[src/rtl/seq_alu_pkg.sv]
// rtl/seq_alu_pkg.sv - shared op/state enums, flag bit positions and op-class helpers for seq_alu
package seq_alu_pkg;

    typedef enum logic [3:0] {
        OP_ADD, OP_ADC, OP_SUB, OP_SBB, OP_AND, OP_OR, OP_XOR,
        OP_SHL, OP_SHR, OP_SAR, OP_ROL, OP_ROR, OP_RCL, OP_RCR,
        OP_MUL, OP_IMUL
    } seq_alu_op_t;

    typedef enum logic [1:0] {
        ST_IDLE, ST_SHIFT, ST_MUL, ST_DONE
    } seq_alu_state_t;

    localparam int CF_IDX = 0;
    localparam int PF_IDX = 2;
    localparam int AF_IDX = 4;
    localparam int ZF_IDX = 6;
    localparam int SF_IDX = 7;
    localparam int OF_IDX = 11;

    function automatic logic is_shift_op(input seq_alu_op_t op);
        return op inside {OP_SHL, OP_SHR, OP_SAR, OP_ROL, OP_ROR, OP_RCL, OP_RCR};
    endfunction

    function automatic logic is_mul_op(input seq_alu_op_t op);
        return op inside {OP_MUL, OP_IMUL};
    endfunction

endpackage

[src/rtl/seq_alu_shifter.sv]
// rtl/seq_alu_shifter.sv - one-bit shift/rotate step at effective width 8 or WIDTH
module seq_alu_shifter
    import seq_alu_pkg::*;
#(
    parameter int WIDTH = 16
) (
    input  seq_alu_op_t      op_i,
    input  logic             is_8_bit_i,
    input  logic [WIDTH-1:0] val_i,
    input  logic             cf_i,
    output logic [WIDTH-1:0] val_o,
    output logic             cf_o
);

    logic [WIDTH-1:0] mask;
    logic [WIDTH-1:0] top_bit;
    logic [WIDTH-1:0] shl;
    logic [WIDTH-1:0] shr;
    logic             msb;

    always_comb begin
        mask    = is_8_bit_i ? WIDTH'(8'hFF) : '1;
        top_bit = is_8_bit_i ? WIDTH'(8'h80) : {1'b1, {(WIDTH-1){1'b0}}};
        msb     = |(val_i & top_bit);
        shl     = (val_i << 1) & mask;
        shr     = (val_i & mask) >> 1;
        val_o   = val_i;
        cf_o    = cf_i;
        // Right-moving ops insert at bit E-1; left-moving ops insert at bit 0.
        case (op_i)
            OP_SHL: begin val_o = shl;                              cf_o = msb;      end
            OP_SHR: begin val_o = shr;                              cf_o = val_i[0]; end
            OP_SAR: begin val_o = shr | (msb ? top_bit : '0);       cf_o = val_i[0]; end
            OP_ROL: begin val_o = shl | WIDTH'(msb);                cf_o = msb;      end
            OP_ROR: begin val_o = shr | (val_i[0] ? top_bit : '0);  cf_o = val_i[0]; end
            OP_RCL: begin val_o = shl | WIDTH'(cf_i);               cf_o = msb;      end
            OP_RCR: begin val_o = shr | (cf_i ? top_bit : '0);      cf_o = val_i[0]; end
            default: ;
        endcase
    end

endmodule

[src/rtl/seq_alu.sv]
// rtl/seq_alu.sv - multi-cycle ALU: 1-cycle ALU ops, bit-serial shifts, shift-add MUL/IMUL
// SEQ_ALU_FAST_MUL_EN selects a single-cycle combinational multiplier instead of the MUL state.
module seq_alu
    import seq_alu_pkg::*;
#(
    parameter int WIDTH    = 16,
    parameter int CNT_BITS = 5
) (
    input  logic               clk,
    input  logic               reset,
    input  logic               start,
    input  logic [3:0]         op,
    input  logic               is_8_bit,
    input  logic [WIDTH-1:0]   a,
    input  logic [WIDTH-1:0]   b,
    input  logic [15:0]        flags_in,
    output logic [2*WIDTH-1:0] out,
    output logic [15:0]        flags_out,
    output logic               busy,
    output logic               complete
);

    localparam int CW = (CNT_BITS > 6) ? CNT_BITS : 6;
    localparam int PW = 2 * WIDTH;

    function automatic logic [WIDTH-1:0] e_mask(input logic is8);
        return is8 ? WIDTH'(8'hFF) : '1;
    endfunction

    function automatic logic e_msb(input logic [WIDTH-1:0] v, input logic is8);
        return is8 ? v[7] : v[WIDTH-1];
    endfunction

    function automatic logic e_msb2(input logic [WIDTH-1:0] v, input logic is8);
        return is8 ? v[6] : v[WIDTH-2];
    endfunction

    // Applies the IMUL sign fix-up, trims to 2E bits and reports upper-half significance.
    function automatic logic [PW:0] mul_finish(input logic [PW-1:0] p, input logic neg,
                                               input logic is8, input logic sgn);
        logic [PW-1:0] r;
        logic          ovf;
        r = neg ? (~p + PW'(1)) : p;
        if (is8) begin
            r   = r & PW'(16'hFFFF);
            ovf = sgn ? (r[15:8] != {8{r[7]}}) : (r[15:8] != 8'h00);
        end else begin
            ovf = sgn ? (r[PW-1:WIDTH] != {WIDTH{r[WIDTH-1]}}) : (r[PW-1:WIDTH] != '0);
        end
        return {ovf, r};
    endfunction

    seq_alu_state_t   state_q, state_d;
    seq_alu_op_t      op_q, op_d, op_in;
    logic             is8_q, is8_d;
    logic [15:0]      fl_q, fl_d;
    logic [WIDTH-1:0] val_q, val_d;
    logic             cf_q, cf_d;
    logic [CW-1:0]    cnt_q, cnt_d;
    logic             one_q, one_d;
    logic             omsb_q, omsb_d;
    logic [PW-1:0]    out_q, out_d;
    logic [15:0]      flags_q, flags_d;

    logic [WIDTH-1:0] mask_in, am, bm, alu_res, a_abs, b_abs;
    logic [WIDTH:0]   sum;
    logic [CW-1:0]    count_in;
    logic             a_neg, b_neg, sub_op, carry_in;
    logic [15:0]      alu_flags, sh_flags, mul_flags;
    logic [WIDTH-1:0] sh_val;
    logic             sh_cf;
    logic [PW-1:0]    mul_res;
    logic             mul_ovf;

    assign op_in = seq_alu_op_t'(op);

    always_comb begin
        mask_in  = e_mask(is_8_bit);
        am       = a & mask_in;
        bm       = b & mask_in;
        count_in = CW'(b[CNT_BITS-1:0]);
        sub_op   = op_in inside {OP_SUB, OP_SBB};
        carry_in = (op_in inside {OP_ADC, OP_SBB}) & flags_in[CF_IDX];
        sum      = sub_op ? ({1'b0, am} - {1'b0, bm} - (WIDTH+1)'(carry_in))
                          : ({1'b0, am} + {1'b0, bm} + (WIDTH+1)'(carry_in));
        alu_res  = sum[WIDTH-1:0] & mask_in;
        case (op_in)
            OP_AND:  alu_res = am & bm;
            OP_OR:   alu_res = am | bm;
            OP_XOR:  alu_res = am ^ bm;
            default: ;
        endcase
        alu_flags = flags_in;
        if (op_in inside {OP_AND, OP_OR, OP_XOR}) begin
            alu_flags[CF_IDX] = 1'b0;
            alu_flags[OF_IDX] = 1'b0;
        end else begin
            alu_flags[CF_IDX] = is_8_bit ? sum[8] : sum[WIDTH];
            alu_flags[AF_IDX] = am[4] ^ bm[4] ^ alu_res[4];
            alu_flags[OF_IDX] = (sub_op ? (e_msb(am, is_8_bit) != e_msb(bm, is_8_bit))
                                        : (e_msb(am, is_8_bit) == e_msb(bm, is_8_bit)))
                                && (e_msb(alu_res, is_8_bit) != e_msb(am, is_8_bit));
        end
        alu_flags[SF_IDX] = e_msb(alu_res, is_8_bit);
        alu_flags[ZF_IDX] = (alu_res == '0);
        alu_flags[PF_IDX] = ~^alu_res[7:0];

        a_neg = (op_in == OP_IMUL) && e_msb(am, is_8_bit);
        b_neg = (op_in == OP_IMUL) && e_msb(bm, is_8_bit);
        a_abs = a_neg ? ((~am + WIDTH'(1)) & mask_in) : am;
        b_abs = b_neg ? ((~bm + WIDTH'(1)) & mask_in) : bm;
    end

    seq_alu_shifter #(.WIDTH(WIDTH)) u_shifter (
        .op_i       (op_q),
        .is_8_bit_i (is8_q),
        .val_i      (val_q),
        .cf_i       (cf_q),
        .val_o      (sh_val),
        .cf_o       (sh_cf)
    );

    always_comb begin
        sh_flags         = fl_q;
        sh_flags[CF_IDX] = sh_cf;
        if (one_q) begin
            case (op_q)
                OP_SHL, OP_ROL, OP_RCL: sh_flags[OF_IDX] = e_msb(sh_val, is8_q) ^ sh_cf;
                OP_SHR:                 sh_flags[OF_IDX] = omsb_q;
                OP_SAR:                 sh_flags[OF_IDX] = 1'b0;
                default:                sh_flags[OF_IDX] = e_msb(sh_val, is8_q) ^ e_msb2(sh_val, is8_q);
            endcase
        end
        if (op_q inside {OP_SHL, OP_SHR, OP_SAR}) begin
            sh_flags[SF_IDX] = e_msb(sh_val, is8_q);
            sh_flags[ZF_IDX] = (sh_val == '0);
            sh_flags[PF_IDX] = ~^sh_val[7:0];
        end
    end

`ifdef SEQ_ALU_FAST_MUL_EN
    assign {mul_ovf, mul_res} = mul_finish(PW'(a_abs) * PW'(b_abs), a_neg ^ b_neg,
                                           is_8_bit, op_in == OP_IMUL);
    always_comb begin
        mul_flags         = flags_in;
        mul_flags[CF_IDX] = mul_ovf;
        mul_flags[OF_IDX] = mul_ovf;
    end
`else
    logic [PW-1:0]    prod_q, mcand_q, prod_nx;
    logic [WIDTH-1:0] mplier_q;
    logic             neg_q;
    logic             mul_load;

    assign prod_nx = prod_q + (mplier_q[0] ? mcand_q : '0);
    assign {mul_ovf, mul_res} = mul_finish(prod_nx, neg_q, is8_q, op_q == OP_IMUL);

    always_comb begin
        mul_flags         = fl_q;
        mul_flags[CF_IDX] = mul_ovf;
        mul_flags[OF_IDX] = mul_ovf;
    end

    always_ff @(posedge clk) begin
        if (reset) begin
            prod_q   <= '0;
            mcand_q  <= '0;
            mplier_q <= '0;
            neg_q    <= 1'b0;
        end else if (mul_load) begin
            prod_q   <= '0;
            mcand_q  <= PW'(a_abs);
            mplier_q <= b_abs;
            neg_q    <= a_neg ^ b_neg;
        end else if (state_q == ST_MUL) begin
            prod_q   <= prod_nx;
            mcand_q  <= mcand_q << 1;
            mplier_q <= mplier_q >> 1;
        end
    end
`endif

    always_comb begin
        state_d = state_q;
        op_d    = op_q;
        is8_d   = is8_q;
        fl_d    = fl_q;
        val_d   = val_q;
        cf_d    = cf_q;
        cnt_d   = cnt_q;
        one_d   = one_q;
        omsb_d  = omsb_q;
        out_d   = out_q;
        flags_d = flags_q;
`ifndef SEQ_ALU_FAST_MUL_EN
        mul_load = 1'b0;
`endif
        case (state_q)
            ST_IDLE, ST_DONE: begin
                state_d = ST_IDLE;
                if (start) begin
                    op_d  = op_in;
                    is8_d = is_8_bit;
                    fl_d  = flags_in;
                    if (is_shift_op(op_in)) begin
                        if (count_in == '0) begin
                            out_d   = PW'(am);
                            flags_d = flags_in;
                            state_d = ST_DONE;
                        end else begin
                            val_d   = am;
                            cf_d    = flags_in[CF_IDX];
                            cnt_d   = count_in;
                            one_d   = (count_in == CW'(1));
                            omsb_d  = e_msb(am, is_8_bit);
                            state_d = ST_SHIFT;
                        end
                    end else if (is_mul_op(op_in)) begin
`ifdef SEQ_ALU_FAST_MUL_EN
                        out_d   = mul_res;
                        flags_d = mul_flags;
                        state_d = ST_DONE;
`else
                        mul_load = 1'b1;
                        cnt_d    = is_8_bit ? CW'(8) : CW'(WIDTH);
                        state_d  = ST_MUL;
`endif
                    end else begin
                        out_d   = PW'(alu_res);
                        flags_d = alu_flags;
                        state_d = ST_DONE;
                    end
                end
            end
            ST_SHIFT: begin
                val_d = sh_val;
                cf_d  = sh_cf;
                cnt_d = cnt_q - CW'(1);
                if (cnt_q == CW'(1)) begin
                    out_d   = PW'(sh_val);
                    flags_d = sh_flags;
                    state_d = ST_DONE;
                end
            end
`ifndef SEQ_ALU_FAST_MUL_EN
            ST_MUL: begin
                cnt_d = cnt_q - CW'(1);
                if (cnt_q == CW'(1)) begin
                    out_d   = mul_res;
                    flags_d = mul_flags;
                    state_d = ST_DONE;
                end
            end
`endif
            default: state_d = ST_IDLE;
        endcase
    end

    always_ff @(posedge clk) begin
        if (reset) begin
            state_q <= ST_IDLE;
            op_q    <= OP_ADD;
            is8_q   <= 1'b0;
            fl_q    <= '0;
            val_q   <= '0;
            cf_q    <= 1'b0;
            cnt_q   <= '0;
            one_q   <= 1'b0;
            omsb_q  <= 1'b0;
            out_q   <= '0;
            flags_q <= '0;
        end else begin
            state_q <= state_d;
            op_q    <= op_d;
            is8_q   <= is8_d;
            fl_q    <= fl_d;
            val_q   <= val_d;
            cf_q    <= cf_d;
            cnt_q   <= cnt_d;
            one_q   <= one_d;
            omsb_q  <= omsb_d;
            out_q   <= out_d;
            flags_q <= flags_d;
        end
    end

    assign out       = out_q;
    assign flags_out = flags_q;
    assign busy      = (state_q == ST_SHIFT) || (state_q == ST_MUL);
    assign complete  = (state_q == ST_DONE);

endmodule
[config.mk]
export PLATFORM = sky130hd
export DESIGN_NAME = seq_alu
export DESIGN_NICKNAME = d
export VERILOG_FILES = /design/src/rtl/seq_alu_pkg.sv /design/src/rtl/seq_alu_shifter.sv /design/src/rtl/seq_alu.sv
export SDC_FILE = /design/constraint.sdc
export NUM_CORES = 1
export LEC_CHECK = 0
export ABC_CLOCK_PERIOD_IN_PS = 9300
export BUFFER_PORTS_ARGS = -buffer_cell sky130_fd_sc_hd__buf_2
export CAP_MARGIN = 20
export CORE_UTILIZATION = 45
export CTS_BUF_LIST = sky130_fd_sc_hd__clkbuf_4 sky130_fd_sc_hd__clkbuf_8
export DETAILED_ROUTE_END_ITERATION = 7
export SYNTH_ARGS = -nofsm -noshare
export SYNTH_HDL_FRONTEND = slang
export SYNTH_SLANG_ARGS = --single-unit
[constraint.sdc]
create_clock -name clk -period 9.3 [get_ports clk]
set_input_delay 0.465 -clock clk [delete_from_list [all_inputs] [get_ports clk]]
set_output_delay 0.465 -clock clk [all_outputs]
set_load 0.03 [all_outputs]
==> metrics <==
status=finished clean; Ports=106; global route total overflow=0; placed standard-cell area=15400 µm²; max cap viols=0; synthesized instance count=1965; area grow syn2layout=7.82%; CP max FO=33; hold-fix buffers at CTS=0; Mapped Avg Cell Area=7.44 µm²; clock slew at reported path FFs=100 ps; DR vias/cell=5.95; Min-Delay Startpoint=flags_in[9]; Starting Density=46.0%; Finished Cell Area=15800 µm²; Reg-to-Reg Start=mplier_q[0]; Synth Warn #=0; Num CTS Buffers=17; grt met3 use=5.79%; initial antenna violation count=1; EDFF count, synth=0; Most Used Layer, Global Route=met2; Port Buffer Count=105; clock buffer depth=2; first-pass GRT wire length=76600 µm; Initial DRT Pass Iterations=5; Netlist Area Pre-Place=14600 µm²; clock sinks=176; Final Setup Violations=0; # Post-CTS Setup Buffers=0; syn_nets=2137; average wire per cell in the routed design=20.3 µm; largest net degree at the start of global routing=70; worst hold path class=in -> reg; clock network power share=18.7%; clk_lat worst skew=510 ps; final wirelength=49200 µm; routed via count=14500; Data required, critical path=9660 ps; drc violations=0; antenna cells=0; DP Worst Slack=3560 ps; Worst Setup Start Kind=register; combinational power share=49.0%; CORE AREA=31800 µm²; Setup Skew=31.3 ps; P per Cell Area=193 nW/µm²; vias in the first global route=13800; die width=182 µm; Reg power frac=32.3%; GP Congestion=0.949; met2 Use GR=49.9%; post-CTS sizing=0; asr flop ratio synth=0%; Final min period=5830 ps; post-synth top area cell=dfxtp_1; Synth cell types=82; Worst-Margin Slew=1050 ps; Leakage=6.53 nW; RSZ-0062 raised after global routing=no; M1 GR Usage=37.4%; DIE HEIGHT=182 µm; ANT nets after route=0; GRT Total Usage=29.4%; ys flop type=dfxtp_1; Crit. Startpoint=mplier_q[0]; Final Hold Vio Count=0; Final nets=2154; Seq cells post-synth=176; post-route clock period utilization=62.6%; Final Max Slew Viols=0; CTS tree=yes; site row count=65; Crit. End Element=register; DRT iter0 DRCs=877; sequential fraction of the synthesis area=24.1%; Inst Count DP=2398; sw frac=45.9%; Clock Tree Root=clkbuf_8; crit path kind=reg -> reg; Final Worst Setup Slack=3470 ps; Rel. slew slack=29.6%; hpwl dp=36600 µm; final setup TNS=0 ps; CTS H-Tree Depth=4; share of the synthesized area in the top cell type=24.1%; maximum vdd ir drop=0.173 mV; Arr. time, crit path=6180 ps; Switch Pwr=1.40 mW; top cells by area, synth=dfxtp_1 (24%), ha_1 (9.5%), nor2_1 (6.7%); share of post-route cells with drive strength above 1=9.22%; highest clock rate=172 MHz; Final Non-Filler Cells=2430; internal power=1.64 mW; full die area=33200 µm²
[layer usage]
| metal | part of all wire, % | wire (µm) |
|---|---|---|
| met5 | 0 | 0 |
| met4 | 2.4 | 1190 |
| met2 | 47 | 23100 |
| met3 | 6.3 | 3120 |
| met1 | 44 | 21800 |
[worst max-delay path, stage by stage (launching register included)]
cell	delay [ps]
dfxtp_1	630
and2_1	300
ha_1	220
fa_1	430
a211o_1	340
nand3_1	160
a211oi_1	140
o21ai_1	340
a221oi_1	190
or4_1	710
or4_1	640
or2_1	300
o21a_1	200
xor2_1	180
nor4_1	390
a32oi_1	190
o211ai_1	230
o211ai_1	110
[power by group through the flow]
stage / Sequential (mW) / Combinational, mW / Clock, mW
5_1_grt: 0.996 / 1.62 / 0.614
6_report: 0.981 / 1.49 / 0.569
3_5_place_dp: 0.997 / 1.47 / 0
2_1_floorplan: 1.10 / 0.945 / 0
4_1_cts: 0.980 / 1.47 / 0.587
3_3_place_gp: 0.995 / 1.46 / 0
[state kept, by name, summed over array words and instances (netlist names), 6 cells and up]
signal	flops
cnt_q	6
val_q	16
out	32
mplier_q	16
fl_q	15
flags_out	16
prod_q	32
mcand_q	32
[synth_stat cells (56+ instances only)]
| library cell | instances |
|---|---|
| xnor2_1 | 77 |
| ha_1 | 111 |
| nor2_1 | 260 |
| clkbuf_1 | 101 |
| a21oi_1 | 166 |
| o21ai_0 | 83 |
| mux2i_1 | 89 |
| a211oi_1 | 56 |
| inv_1 | 89 |
| dfxtp_1 | 176 |
| nor3_1 | 65 |
| nand2_1 | 180 |
[area by class of cell]
cell class / count / area [µm²]
clock buffers: 21 / 283
clock inverters: 11 / 128
fillers: 3254 / 16000
inverters: 89 / 334
multi-input cells: 1580 / 10300
flip-flops and latches: 176 / 3520
well taps: 435 / 544
repair buffers: 118 / 626
[placed cells by master, fill, tap and decap left out, types with 41 or more instances in the layout]
cell	synthesis	final
a211oi_1	56	56
and2_1	41	41
buf_2	6	104
dfxtp_1	176	176
nor2_1	260	259
xnor2_1	77	77
ha_1	111	110
mux2i_1	89	89
nand2_1	180	180
nor3_1	65	65
inv_1	89	89
o21ai_0	83	83
a21oi_1	166	165
[logic make-up after synthesis]
group	synth area share (%)
and+or+nand+nor	23.1
AOI/OAI and AO/OA	24.3
buffers and inverters	5.42
DFF	24.1
adders and majority gates	10.2
xor gates and xnor gates	6.65
muxes	6.25
[metrics by stage]
step	total power, mW	hold WS [ps]	util, %
6_report	3.04	214	49.6
3_3_place_gp	2.45	441	48.3
3_5_place_dp	2.46	448	48.3
4_1_cts	3.04	179	49.6
2_1_floorplan	2.04	434	-
5_1_grt	3.23	190	49.6
[final timing paths]
check                                      to  slack (ps)  depth (start not counted)
worst min register to register        out[19]         460                          2
worst max register to register  flags_out[11]        3470                         17
worst max-delay path            flags_out[11]        3470                         17
worst min-delay path                  fl_q[9]         210                          3
No activity file was read; power rests on OpenSTA's default activity.
